## src/rtl/approx_pkg.sv

```systemverilog
// ---------------------------------------------------------------------------
// approx_pkg
//   Shared definitions for the segmented approximate-adder family
//   (ETAII/ETAIIM) and its error-correction back end.
//   - state_e      : scan FSM states (IDLE / SCAN / DONE)
//   - DEF_SEG_W    : default segment width of the approximate adders
//   - n_seg()      : number of segments for a given width / segment width
// ---------------------------------------------------------------------------
package approx_pkg;

    typedef enum logic [1:0] {
        ST_IDLE = 2'd0,
        ST_SCAN = 2'd1,
        ST_DONE = 2'd2
    } state_e;

    localparam int DEF_SEG_W = 4;

    // Number of SEG_W-bit segments in a WIDTH-bit word.
    function automatic int n_seg(input int width, input int seg_w);
        return width / seg_w;
    endfunction

endpackage

```

## src/rtl/eta_seg_add.sv

```systemverilog
// ---------------------------------------------------------------------------
// eta_seg_add
//   One SEG_W-bit segment of an exact ripple adder.
//   Ports: a, b (SEG_W) operand segments; cin carry-in;
//          sum (SEG_W) segment sum; cout carry-out of the segment.
// ---------------------------------------------------------------------------
module eta_seg_add #(
    parameter int SEG_W = 4
) (
    input  logic [SEG_W-1:0] a,
    input  logic [SEG_W-1:0] b,
    input  logic             cin,
    output logic [SEG_W-1:0] sum,
    output logic             cout
);

    assign {cout, sum} = {1'b0, a} + {1'b0, b} + {{SEG_W{1'b0}}, cin};

endmodule

```

## src/rtl/eta_err_corrector.sv

```systemverilog
// ---------------------------------------------------------------------------
// eta_err_corrector
//   Error-correction back end for segmented approximate adders. Latches an
//   operand triple (A, B, Y_apx), recomputes A+B exactly one segment per
//   cycle through a single time-multiplexed eta_seg_add, and reports the
//   exact sum, carry-out and a per-segment mismatch mask against Y_apx.
//
//   Ports:
//     clk, rst_n               clock, asynchronous active-low reset
//     in_valid/in_ready        operand handshake
//     in_a, in_b, in_y_apx     operands and approximate sum (WIDTH)
//     out_valid/out_ready      result handshake (valid held until ready)
//     out_y, out_cout          exact sum mod 2^WIDTH and carry-out
//     out_err_mask, out_err    per-segment mismatch mask and its OR
//
//   Optional macro ERR_STATS_EN adds stat_clr, stat_ops, stat_err_ops:
//   saturating counters of completed results and of erroneous results.
// ---------------------------------------------------------------------------
module eta_err_corrector
    import approx_pkg::*;
#(
    parameter int WIDTH = 32,
    parameter int SEG_W = DEF_SEG_W
) (
    input  logic                          clk,
    input  logic                          rst_n,
    input  logic                          in_valid,
    output logic                          in_ready,
    input  logic [WIDTH-1:0]              in_a,
    input  logic [WIDTH-1:0]              in_b,
    input  logic [WIDTH-1:0]              in_y_apx,
    output logic                          out_valid,
    input  logic                          out_ready,
    output logic [WIDTH-1:0]              out_y,
    output logic                          out_cout,
    output logic [n_seg(WIDTH,SEG_W)-1:0] out_err_mask,
    output logic                          out_err
`ifdef ERR_STATS_EN
    ,
    input  logic                          stat_clr,
    output logic [31:0]                   stat_ops,
    output logic [31:0]                   stat_err_ops
`endif
);

    localparam int N_SEG = n_seg(WIDTH, SEG_W);
    localparam int IDX_W = (N_SEG > 1) ? $clog2(N_SEG) : 1;
    localparam logic [IDX_W-1:0] LAST_IDX = IDX_W'(N_SEG - 1);

    if ((WIDTH % SEG_W) != 0) begin : g_bad_cfg
        $fatal(1, "eta_err_corrector: WIDTH must be a multiple of SEG_W");
    end

    state_e             state_q, state_d;
    logic [WIDTH-1:0]   a_q, a_d, b_q, b_d, y_apx_q, y_apx_d;
    logic [IDX_W-1:0]   seg_idx_q, seg_idx_d;
    logic               carry_q, carry_d;
    logic [N_SEG-1:0]   err_mask_q, err_mask_d;
    logic [WIDTH-1:0]   out_y_q, out_y_d;
    logic               out_cout_q, out_cout_d;
    logic               out_valid_q, out_valid_d;
    logic               in_ready_q, in_ready_d;
    logic               out_err_q, out_err_d;

    logic [SEG_W-1:0]   seg_a_s, seg_b_s, seg_y_s, seg_sum_s;
    logic               seg_cout_s;

    // The current segment of each latched operand feeds the shared adder.
    assign seg_a_s = a_q[int'(seg_idx_q) * SEG_W +: SEG_W];
    assign seg_b_s = b_q[int'(seg_idx_q) * SEG_W +: SEG_W];
    assign seg_y_s = y_apx_q[int'(seg_idx_q) * SEG_W +: SEG_W];

    eta_seg_add #(.SEG_W(SEG_W)) u_seg_add (
        .a    (seg_a_s),
        .b    (seg_b_s),
        .cin  (carry_q),
        .sum  (seg_sum_s),
        .cout (seg_cout_s)
    );

    // Next-state and next-output logic of the scan FSM.
    always_comb begin
        state_d     = state_q;
        a_d         = a_q;
        b_d         = b_q;
        y_apx_d     = y_apx_q;
        seg_idx_d   = seg_idx_q;
        carry_d     = carry_q;
        err_mask_d  = err_mask_q;
        out_y_d     = out_y_q;
        out_cout_d  = out_cout_q;
        out_valid_d = out_valid_q;
        in_ready_d  = in_ready_q;
        case (state_q)
            ST_IDLE: begin
                if (in_valid && in_ready_q) begin
                    a_d        = in_a;
                    b_d        = in_b;
                    y_apx_d    = in_y_apx;
                    seg_idx_d  = '0;
                    carry_d    = 1'b0;
                    err_mask_d = '0;
                    in_ready_d = 1'b0;
                    state_d    = ST_SCAN;
                end else begin
                    state_d    = ST_IDLE;
                end
            end
            ST_SCAN: begin
                out_y_d[int'(seg_idx_q) * SEG_W +: SEG_W] = seg_sum_s;
                err_mask_d[seg_idx_q] = (seg_sum_s != seg_y_s);
                carry_d = seg_cout_s;
                if (seg_idx_q == LAST_IDX) begin
                    out_cout_d  = seg_cout_s;
                    out_valid_d = 1'b1;
                    seg_idx_d   = '0;
                    state_d     = ST_DONE;
                end else begin
                    seg_idx_d   = seg_idx_q + IDX_W'(1);
                end
            end
            ST_DONE: begin
                // Result is held until the consumer takes it.
                if (out_ready) begin
                    out_valid_d = 1'b0;
                    in_ready_d  = 1'b1;
                    state_d     = ST_IDLE;
                end else begin
                    state_d     = ST_DONE;
                end
            end
            default: begin
                out_valid_d = 1'b0;
                in_ready_d  = 1'b1;
                state_d     = ST_IDLE;
            end
        endcase
        out_err_d = |err_mask_d;
    end

    // FSM state, datapath and registered outputs.
    always_ff @(posedge clk or negedge rst_n) begin
        if (!rst_n) begin
            state_q     <= ST_IDLE;
            a_q         <= '0;
            b_q         <= '0;
            y_apx_q     <= '0;
            seg_idx_q   <= '0;
            carry_q     <= 1'b0;
            err_mask_q  <= '0;
            out_y_q     <= '0;
            out_cout_q  <= 1'b0;
            out_valid_q <= 1'b0;
            in_ready_q  <= 1'b1;
            out_err_q   <= 1'b0;
        end else begin
            state_q     <= state_d;
            a_q         <= a_d;
            b_q         <= b_d;
            y_apx_q     <= y_apx_d;
            seg_idx_q   <= seg_idx_d;
            carry_q     <= carry_d;
            err_mask_q  <= err_mask_d;
            out_y_q     <= out_y_d;
            out_cout_q  <= out_cout_d;
            out_valid_q <= out_valid_d;
            in_ready_q  <= in_ready_d;
            out_err_q   <= out_err_d;
        end
    end

    assign in_ready     = in_ready_q;
    assign out_valid    = out_valid_q;
    assign out_y        = out_y_q;
    assign out_cout     = out_cout_q;
    assign out_err_mask = err_mask_q;
    assign out_err      = out_err_q;

`ifdef ERR_STATS_EN
    logic [31:0] stat_ops_q, stat_ops_d, stat_err_ops_q, stat_err_ops_d;
    logic        hs_s;

    assign hs_s = out_valid_q && out_ready;

    // Saturating result counters; clear wins over a same-cycle handshake.
    always_comb begin
        stat_ops_d     = stat_ops_q;
        stat_err_ops_d = stat_err_ops_q;
        if (stat_clr) begin
            stat_ops_d     = 32'd0;
            stat_err_ops_d = 32'd0;
        end else begin
            if (hs_s && (stat_ops_q != 32'hFFFF_FFFF)) begin
                stat_ops_d = stat_ops_q + 32'd1;
            end else begin
                stat_ops_d = stat_ops_q;
            end
            if (hs_s && out_err_q && (stat_err_ops_q != 32'hFFFF_FFFF)) begin
                stat_err_ops_d = stat_err_ops_q + 32'd1;
            end else begin
                stat_err_ops_d = stat_err_ops_q;
            end
        end
    end

    // Counter registers.
    always_ff @(posedge clk or negedge rst_n) begin
        if (!rst_n) begin
            stat_ops_q     <= 32'd0;
            stat_err_ops_q <= 32'd0;
        end else begin
            stat_ops_q     <= stat_ops_d;
            stat_err_ops_q <= stat_err_ops_d;
        end
    end

    assign stat_ops     = stat_ops_q;
    assign stat_err_ops = stat_err_ops_q;
`endif

endmodule

```

## config.mk

```make
export PLATFORM = sky130hd
export DESIGN_NAME = eta_err_corrector
export DESIGN_NICKNAME = d
export VERILOG_FILES = /design/src/rtl/approx_pkg.sv /design/src/rtl/eta_seg_add.sv /design/src/rtl/eta_err_corrector.sv
export SDC_FILE = /design/constraint.sdc
export NUM_CORES = 1
export LEC_CHECK = 0
export CORE_MARGIN = 2
export CORE_UTILIZATION = 35
export DETAILED_ROUTE_END_ITERATION = 7
export GPL_ROUTABILITY_DRIVEN = 1
export SYNTH_ARGS = -nofsm -noshare
export SYNTH_HDL_FRONTEND = slang
export SYNTH_SLANG_ARGS = --single-unit
```

## constraint.sdc

```tcl
create_clock -name clk -period 10.5 [get_ports clk]
set_input_delay 2.1 -clock clk [delete_from_list [all_inputs] [get_ports clk]]
set_output_delay 2.1 -clock clk [all_outputs]
set_load 0.005 [all_outputs]
```

==> flow_summary.json, run 1 <==
{
  "insertion_delay_ps": 420,
  "hp-class": "reg -> reg",
  "drc_errors": 0,
  "timing.clock.skew_ps": 7.04,
  "firstDrtPassIters": 5,
  "fin_total_pwr_mw": 2.74,
  "synth_top_cells_by_count": "333 x nand2_1, 145 x dfrtp_1, 26 x mux2_2",
  "grt_start_max_net_pins": 103,
  "synth.distinct_cells": 47,
  "synth_sequential_area_ratio_pct": 54.4,
  "syn-cell-area_um2": 6720,
  "via_per_inst": 4.90,
  "die_height_um": 143,
  "drive_above_1_share_pct": 9.52,
  "vias": 5321,
  "floorplan.die_area_um2": 20300,
  "row_count": 50,
  "minimum_clock_period_after_layout_ps": 4290,
  "post_cts_resized": 0,
  "grt_setup_unrepaired": "false",
  "muxShareOfSynthArea_pct": 11.6,
  "count_of_endpoints_failing_setup_in_the_final_report": 0,
  "startpoint_type": "register",
  "ioPinCount": 144,
  "htree_num_levels": 4,
  "synth_seq_cells": 146,
  "synthXorXnorAreaFrac_pct": 0.782,
  "grt_pass1_vias": 5326,
  "cts_made_buffers": 17,
  "synth-edff-count": 0,
  "synth_area_leaders": "dfrtp_1 54%, nand2_1 19%, mux2_2 4.4%, mux4_2 3.0%, mux4_1 2.0%",
  "timing_worst_setup_path_type": "reg -> reg",
  "initial_antenna_violation_count": 0,
  "clock_sinks": 146,
  "timing.reg2reg.setup_slack_ps": 6210,
  "drtAntennaViolNets": 0,
  "drv.max_cap_violation_count": 0,
  "place_hpwl_um": 12000,
  "cts.path.max_buffers": 2,
  "timing.critical_path.fanout_max": 22,
  "synth_fa_ha_area_share_pct": 1.90,
  "placed_cells_incl_taps": 1053,
  "share_of_the_synthesized_area_in_the_top_cell_type_pct": 54.0,
  "timing.final.max_slew_violations": 0,
  "gpl.final_weighted_congestion": 0.826,
  "layout.nets": 947,
  "post_cts_buffers": 0,
  "grtUsageTotal_pct": 17.8,
  "endpoint_kind": "register",
  "grt_remaining_overflow": 0,
  "maxSlewHeadroom_pct": 27.8,
  "synthMostInstantiatedCell": "nand2_1",
  "synthSimpleGateAreaFrac_pct": 22.8,
  "synth.yosys.warnings": 0,
  "max_freq_mhz": 233,
  "syn2layout_area_growth_pct": 33.0,
  "power_density_nw_per_um2": 307,
  "root_buffer": "clkbuf_16",
  "cts.reportedPaths.clkPinSlew_ps": 60,
  "design.core.area_um2": 18800,
  "grt_first_pass_wirelength_um": 28000,
  "routed_wire_length_per_instance_um": 16.0,
  "synth_ff_type": "dfrtp_1",
  "synthesis.instances": 704,
  "timing.final.crit_share_pct": 40.9,
  "number_of_antenna_repair_diodes": 0,
  "finalNonFillerCells": 1085,
  "synth_top_family_by_area": "simple AND/OR/NAND/NOR gates",
  "die_w_um": 143,
  "timing_hold_violations_final": 0,
  "synth-async-reset-ratio_pct": 100,
  "run_status": "finished, final reports clean",
  "wl_um": 17400,
  "syn-num-nets": 813,
  "cts_tree": "built",
  "leakagePower_nw": 4.23,
  "netlist.top_cell.by_area": "dfrtp_1",
  "number_of_hold_repair_buffers_added_at_the_cts_stage": 0,
  "tightest_slew_ps": 1080,
  "first_iter_violations": 401,
  "synth_area_per_cell_um2": 9.54,
  "timing.critical_path.arrival_ps": 4560,
  "fin_tns_setup_ps": 0,
  "initial_core_util_pct": 35.8,
  "synth-compound-area-share_pct": 5.62,
  "required_ps": 10770,
  "port_buffers": 143,
  "power.ir.vdd_worst_mv": 0.141
}
[flip-flops by register name (all words and copies together), names as in the netlist]
signal / count
a_q: 32
b_q: 32
out_y: 32
y_apx_q: 32
out_err_mask: 8
seg_idx_q: 3
state_q: 2
carry_q: 1
in_ready: 1
out_cout: 1
out_err: 1
out_valid: 1
[metrics by stage]
step	hold slack [ps]	utilization (%)	setup WS, ps	area [µm²]
finish	471	47.6	6210	8930
global route	489	47.6	5900	8930
global placement	452	44.4	6310	8340
detailed placement	459	44.4	6180	8340
CTS	473	47.6	6180	8930
floorplan	437	-	6820	6720
[cell type report]
cell class | count | area [µm²]
clock inverters | 13 | 163
flip-flops and latches | 146 | 3660
inverters | 11 | 41.3
fillers | 1805 | 9830
well taps | 234 | 293
repair buffers | 149 | 1480
multi-input cells | 513 | 2870
clock buffers | 19 | 433
[worst max-delay path, cell delays in order, from the launching register on]
cell and delay [ps]:
dfrtp_2 620, buf_4 410, inv_2 180, nor2_1 130, a31oi_1 50, o22ai_1 160
a31oi_1 90, fa_1 460, fa_1 410, xnor2_1 580, xor2_1 210, nor4_4 620
o221ai_2 180
[cells by family (layout without fill, tap and decap cells)]
logic type | after synthesis | in the layout
xor gates and xnor gates | 6 | 6
buffers and inverters | 45 | 192
and+or+nand+nor | 383 | 383
DFF | 146 | 146
AOI/OAI and AO/OA | 60 | 60
muxes | 55 | 55
adders and majority gates | 9 | 9
[cell usage in the layout (no fill, tap or decap), types with 6 or more instances in the layout]
cell and count:
buf_4 6, clkdlybuf4s50_1 142, nor2_1 18, mux2_2 26
inv_1 9, a21oi_1 9, ha_1 7, nand3_1 7
mux4_2 9, mux2i_1 13, nand2_1 333, clkbuf_16 17
dfrtp_1 144, o21ai_0 25
[per-layer routing]
layer	track usage [%]	vias up	part of all wire (%)
met3	4.41	4	5.0
met4	4.48	0	0.35
met1	25.5	2590	47
met2	27.1	138	47
li1	-	2589	-
met5	0	-	0
[worst paths after layout]
kind / startpoint / cells after the start / endpoint
max: seg_idx_q[0]$_DFFE_PN0P_ / 12 / out_err$_DFF_PN0_
min: a_q[17]$_DFFE_PN0P_ / 2 / a_q[17]$_DFFE_PN0P_
max reg2reg: seg_idx_q[0]$_DFFE_PN0P_ / 12 / out_err$_DFF_PN0_
min reg2reg: a_q[17]$_DFFE_PN0P_ / 2 / a_q[17]$_DFFE_PN0P_
max in group asynchronous: rst_n / 2 / seg_idx_q[0]$_DFFE_PN0P_
min in group asynchronous: rst_n / 1 / b_q[4]$_DFFE_PN0P_
[power breakdown]
group	switching, mW	leakage, nW	internal, mW
Clock	0.237	0.283	0.373
Sequential	0.167	1.86	0.805
Combinational	0.629	2.09	0.530
Total	1.03	4.23	1.71
Note: power is estimated with default switching activity, not from simulation.
==> run 2: changes to the inputs <==
==> constraint.sdc (replaced) <==
create_clock -name clk -period 3.6 [get_ports clk]
set_input_delay 0.72 -clock clk [delete_from_list [all_inputs] [get_ports clk]]
set_output_delay 0.72 -clock clk [all_outputs]
set_load 0.005 [all_outputs]
==> run 2 against run 1 <==
Final cell count rose by 1.2%. Critical endpoint is now out_err_mask[5]$_DFF_PN0_. Register-to-register slack got worse by 5800 ps. Cell area rose by 1.1%. Routed wire length rose by 1.1%. Critical path depth fell by 1. Clock power rose to 2.8 times the previous value.
==> flow_summary.json, run 2 (same netlist as run 1, synthesis figures left out) <==
{
  "row_count": 50,
  "final_core_utilization_pct": 48.1,
  "vias": 5279,
  "timing.final.max_slew_violations": 0,
  "initial_antenna_violation_count": 0,
  "gpl.final_weighted_congestion": 0.831,
  "insertion_delay_ps": 430,
  "cts_made_buffers": 17,
  "hp-class": "in -> async",
  "worstSetupEndpoint": "out_err_mask[5]$_DFF_PN0_",
  "timing.critical_path.slowest_stage_cell": "dfrtp_1",
  "fin_total_pwr_mw": 8.18,
  "required_ps": 3920,
  "clock_sinks": 146,
  "power.ir.vdd_worst_mv": 0.645,
  "syn2layout_area_growth_pct": 34.4,
  "grt_util_met2_pct": 28.4,
  "crit_chain": "nor2b_1 > a21oi_1 > o22ai_1 > a31oi_1 > fa_1 > fa_1 > xnor2_1 > xor2_1 > nor4_4 > buf_4 > o32ai_1",
  "port_buffers": 143,
  "grt_setup_unrepaired": "false",
  "finalHoldWorstSlack_ps": 334,
  "timing.clock.skew_ps": 8.01,
  "grt_remaining_overflow": 0,
  "tightest_slew_ps": 737,
  "fin_tns_setup_ps": 0,
  "drtAntennaViolNets": 0,
  "ioPinCount": 144,
  "switching_share_pct": 37.5,
  "worstSetupPathDepth": 11,
  "power_report.internal_total_mw": 5.12,
  "timing_hold_violations_final": 0,
  "htree_num_levels": 4,
  "floorplan.die_area_um2": 20300,
  "startpoint_type": "register",
  "number_of_buffer_and_inverter_instances_along_the_worst_setup_path": 1,
  "minimum_clock_period_after_layout_ps": 3220,
  "die_height_um": 143,
  "worst_setup_path_startpoint": "seg_idx_q[2]$_DFFE_PN0P_",
  "drive_above_1_share_pct": 10.9,
  "endpoint_kind": "register",
  "run_status": "finished, final reports clean",
  "crit_top_cell": "fa_1",
  "maxSlewHeadroom_pct": 50.8,
  "cts_tree": "built",
  "max_freq_mhz": 311,
  "initial_core_util_pct": 35.8,
  "timing_worst_setup_path_type": "reg -> reg",
  "layout_common_cells": "333 x nand2_1, 144 x dfrtp_1, 142 x clkdlybuf4s50_1",
  "power_density_nw_per_um2": 906,
  "slowest_stage_delay_on_critical_path_ps": 460,
  "design.core.area_um2": 18800,
  "cts.reportedPaths.clkPinSlew_ps": 60,
  "first_iter_violations": 277,
  "grtUsageTotal_pct": 18.2,
  "die_w_um": 143,
  "place_hpwl_um": 12900,
  "root_buffer": "clkbuf_16",
  "met3_usage_pct": 4.00,
  "grt_pass1_vias": 5454,
  "timing.reg2reg.setup_slack_ps": 380,
  "grt_first_pass_wirelength_um": 28700,
  "layout.cell_area.non_filler_um2": 9030,
  "layout.nets": 960,
  "p_comb_share_pct": 44.4,
  "regToRegEndpoint": "out_err_mask[5]$_DFF_PN0_",
  "commonest_non_fill_non_tap_cell_in_the_layout": "nand2_1",
  "drc_errors": 0,
  "timing.final.crit_share_pct": 89.3,
  "timing.critical_path.arrival_ps": 3530,
  "cts.path.max_buffers": 2,
  "seq_power_share_pct": 34.5,
  "grt_start_max_net_pins": 103,
  "worst_r2r_startpoint": "seg_idx_q[2]$_DFFE_PN0P_",
  "count_of_endpoints_failing_setup_in_the_final_report": 0,
  "top_usage_layer": "met2",
  "drv.max_cap_violation_count": 0,
  "timing.critical_path.fanout_max": 6,
  "via_per_inst": 4.81,
  "routed_wire_length_per_instance_um": 16.0,
  "category_of_cells_accounting_for_the_largest_share_of_critical_path_delay": "adder cells",
  "number_of_antenna_repair_diodes": 0,
  "met1_usage_pct": 25.8,
  "post_cts_resized": 0,
  "wl_um": 17600,
  "dpl_cell_area_um2": 8450,
  "power.net_switching_mw": 3.06,
  "leakagePower_nw": 4.28,
  "firstDrtPassIters": 4,
  "cell_count_of_the_worst_reg_to_reg_path": 11,
  "p_clk_share_pct": 21.0
}
run 2: cell types whose count changed in the layout (fill, tap and decap cells not counted), sizes merged:
cell and delta:
buf +13, clkinvlp +2, bufinv -1, clkinv -1
run 2: what timing repair did:
item	in CTS	in global routing
endpoints found under the setup margin	0	9
hold buffers	0	0
endpoints found under the hold margin	0	0
buffers inserted	0	2
run 2: layout make-up:
class	instances	area, µm²
Fill cell	1808	9740
Sequential cell	146	3660
Multi-Input combinational cell	513	2870
Timing Repair Buffer	162	1600
Clock buffer	19	433
Tap cell	234	293
Clock inverter	13	139
Inverter	11	41.3
run 2: worst min path at each step:
stage	startpoint	endpoint	slack, ps	depth (start not counted)
final	rst_n	b_q[4]$_DFFE_PN0P_	330	1
after global routing	rst_n	b_q[4]$_DFFE_PN0P_	390	1
after CTS	rst_n	b_q[7]$_DFFE_PN0P_	360	1
after floorplan	rst_n	a_q[0]$_DFFE_PN0P_	420	0
after detailed placement	y_apx_q[4]$_DFFE_PN0P_	y_apx_q[4]$_DFFE_PN0P_	460	2
after global placement	y_apx_q[22]$_DFFE_PN0P_	y_apx_q[22]$_DFFE_PN0P_	450	2
run 2: stage by stage:
step | setup slack (ps) | cells
5_1_grt | 54.5 | 1098
3_5_place_dp | 219 | 1064
2_1_floorplan | 69.7 | 704
3_3_place_gp | 366 | 1064
6_report | 384 | 1098
4_1_cts | 216 | 1096
run 2: power by group through the flow:
stage | Clock (mW) | Combinational (mW) | Sequential, mW
detailed placement | 0 | 3.60 | 2.85
global placement | 0 | 3.52 | 2.85
finish | 1.72 | 3.63 | 2.83
global route | 1.82 | 4.06 | 2.92
floorplan | 0 | 2.24 | 2.67
CTS | 1.75 | 3.61 | 2.83
run 2: layer usage:
| layer | routed length, µm | up-vias |
|---|---|---|
| met4 | 175 | 0 |
| met1 | 8480 | 2530 |
| li1 | - | 2606 |
| met3 | 865 | 14 |
| met2 | 8040 | 129 |
| met5 | 0 | - |
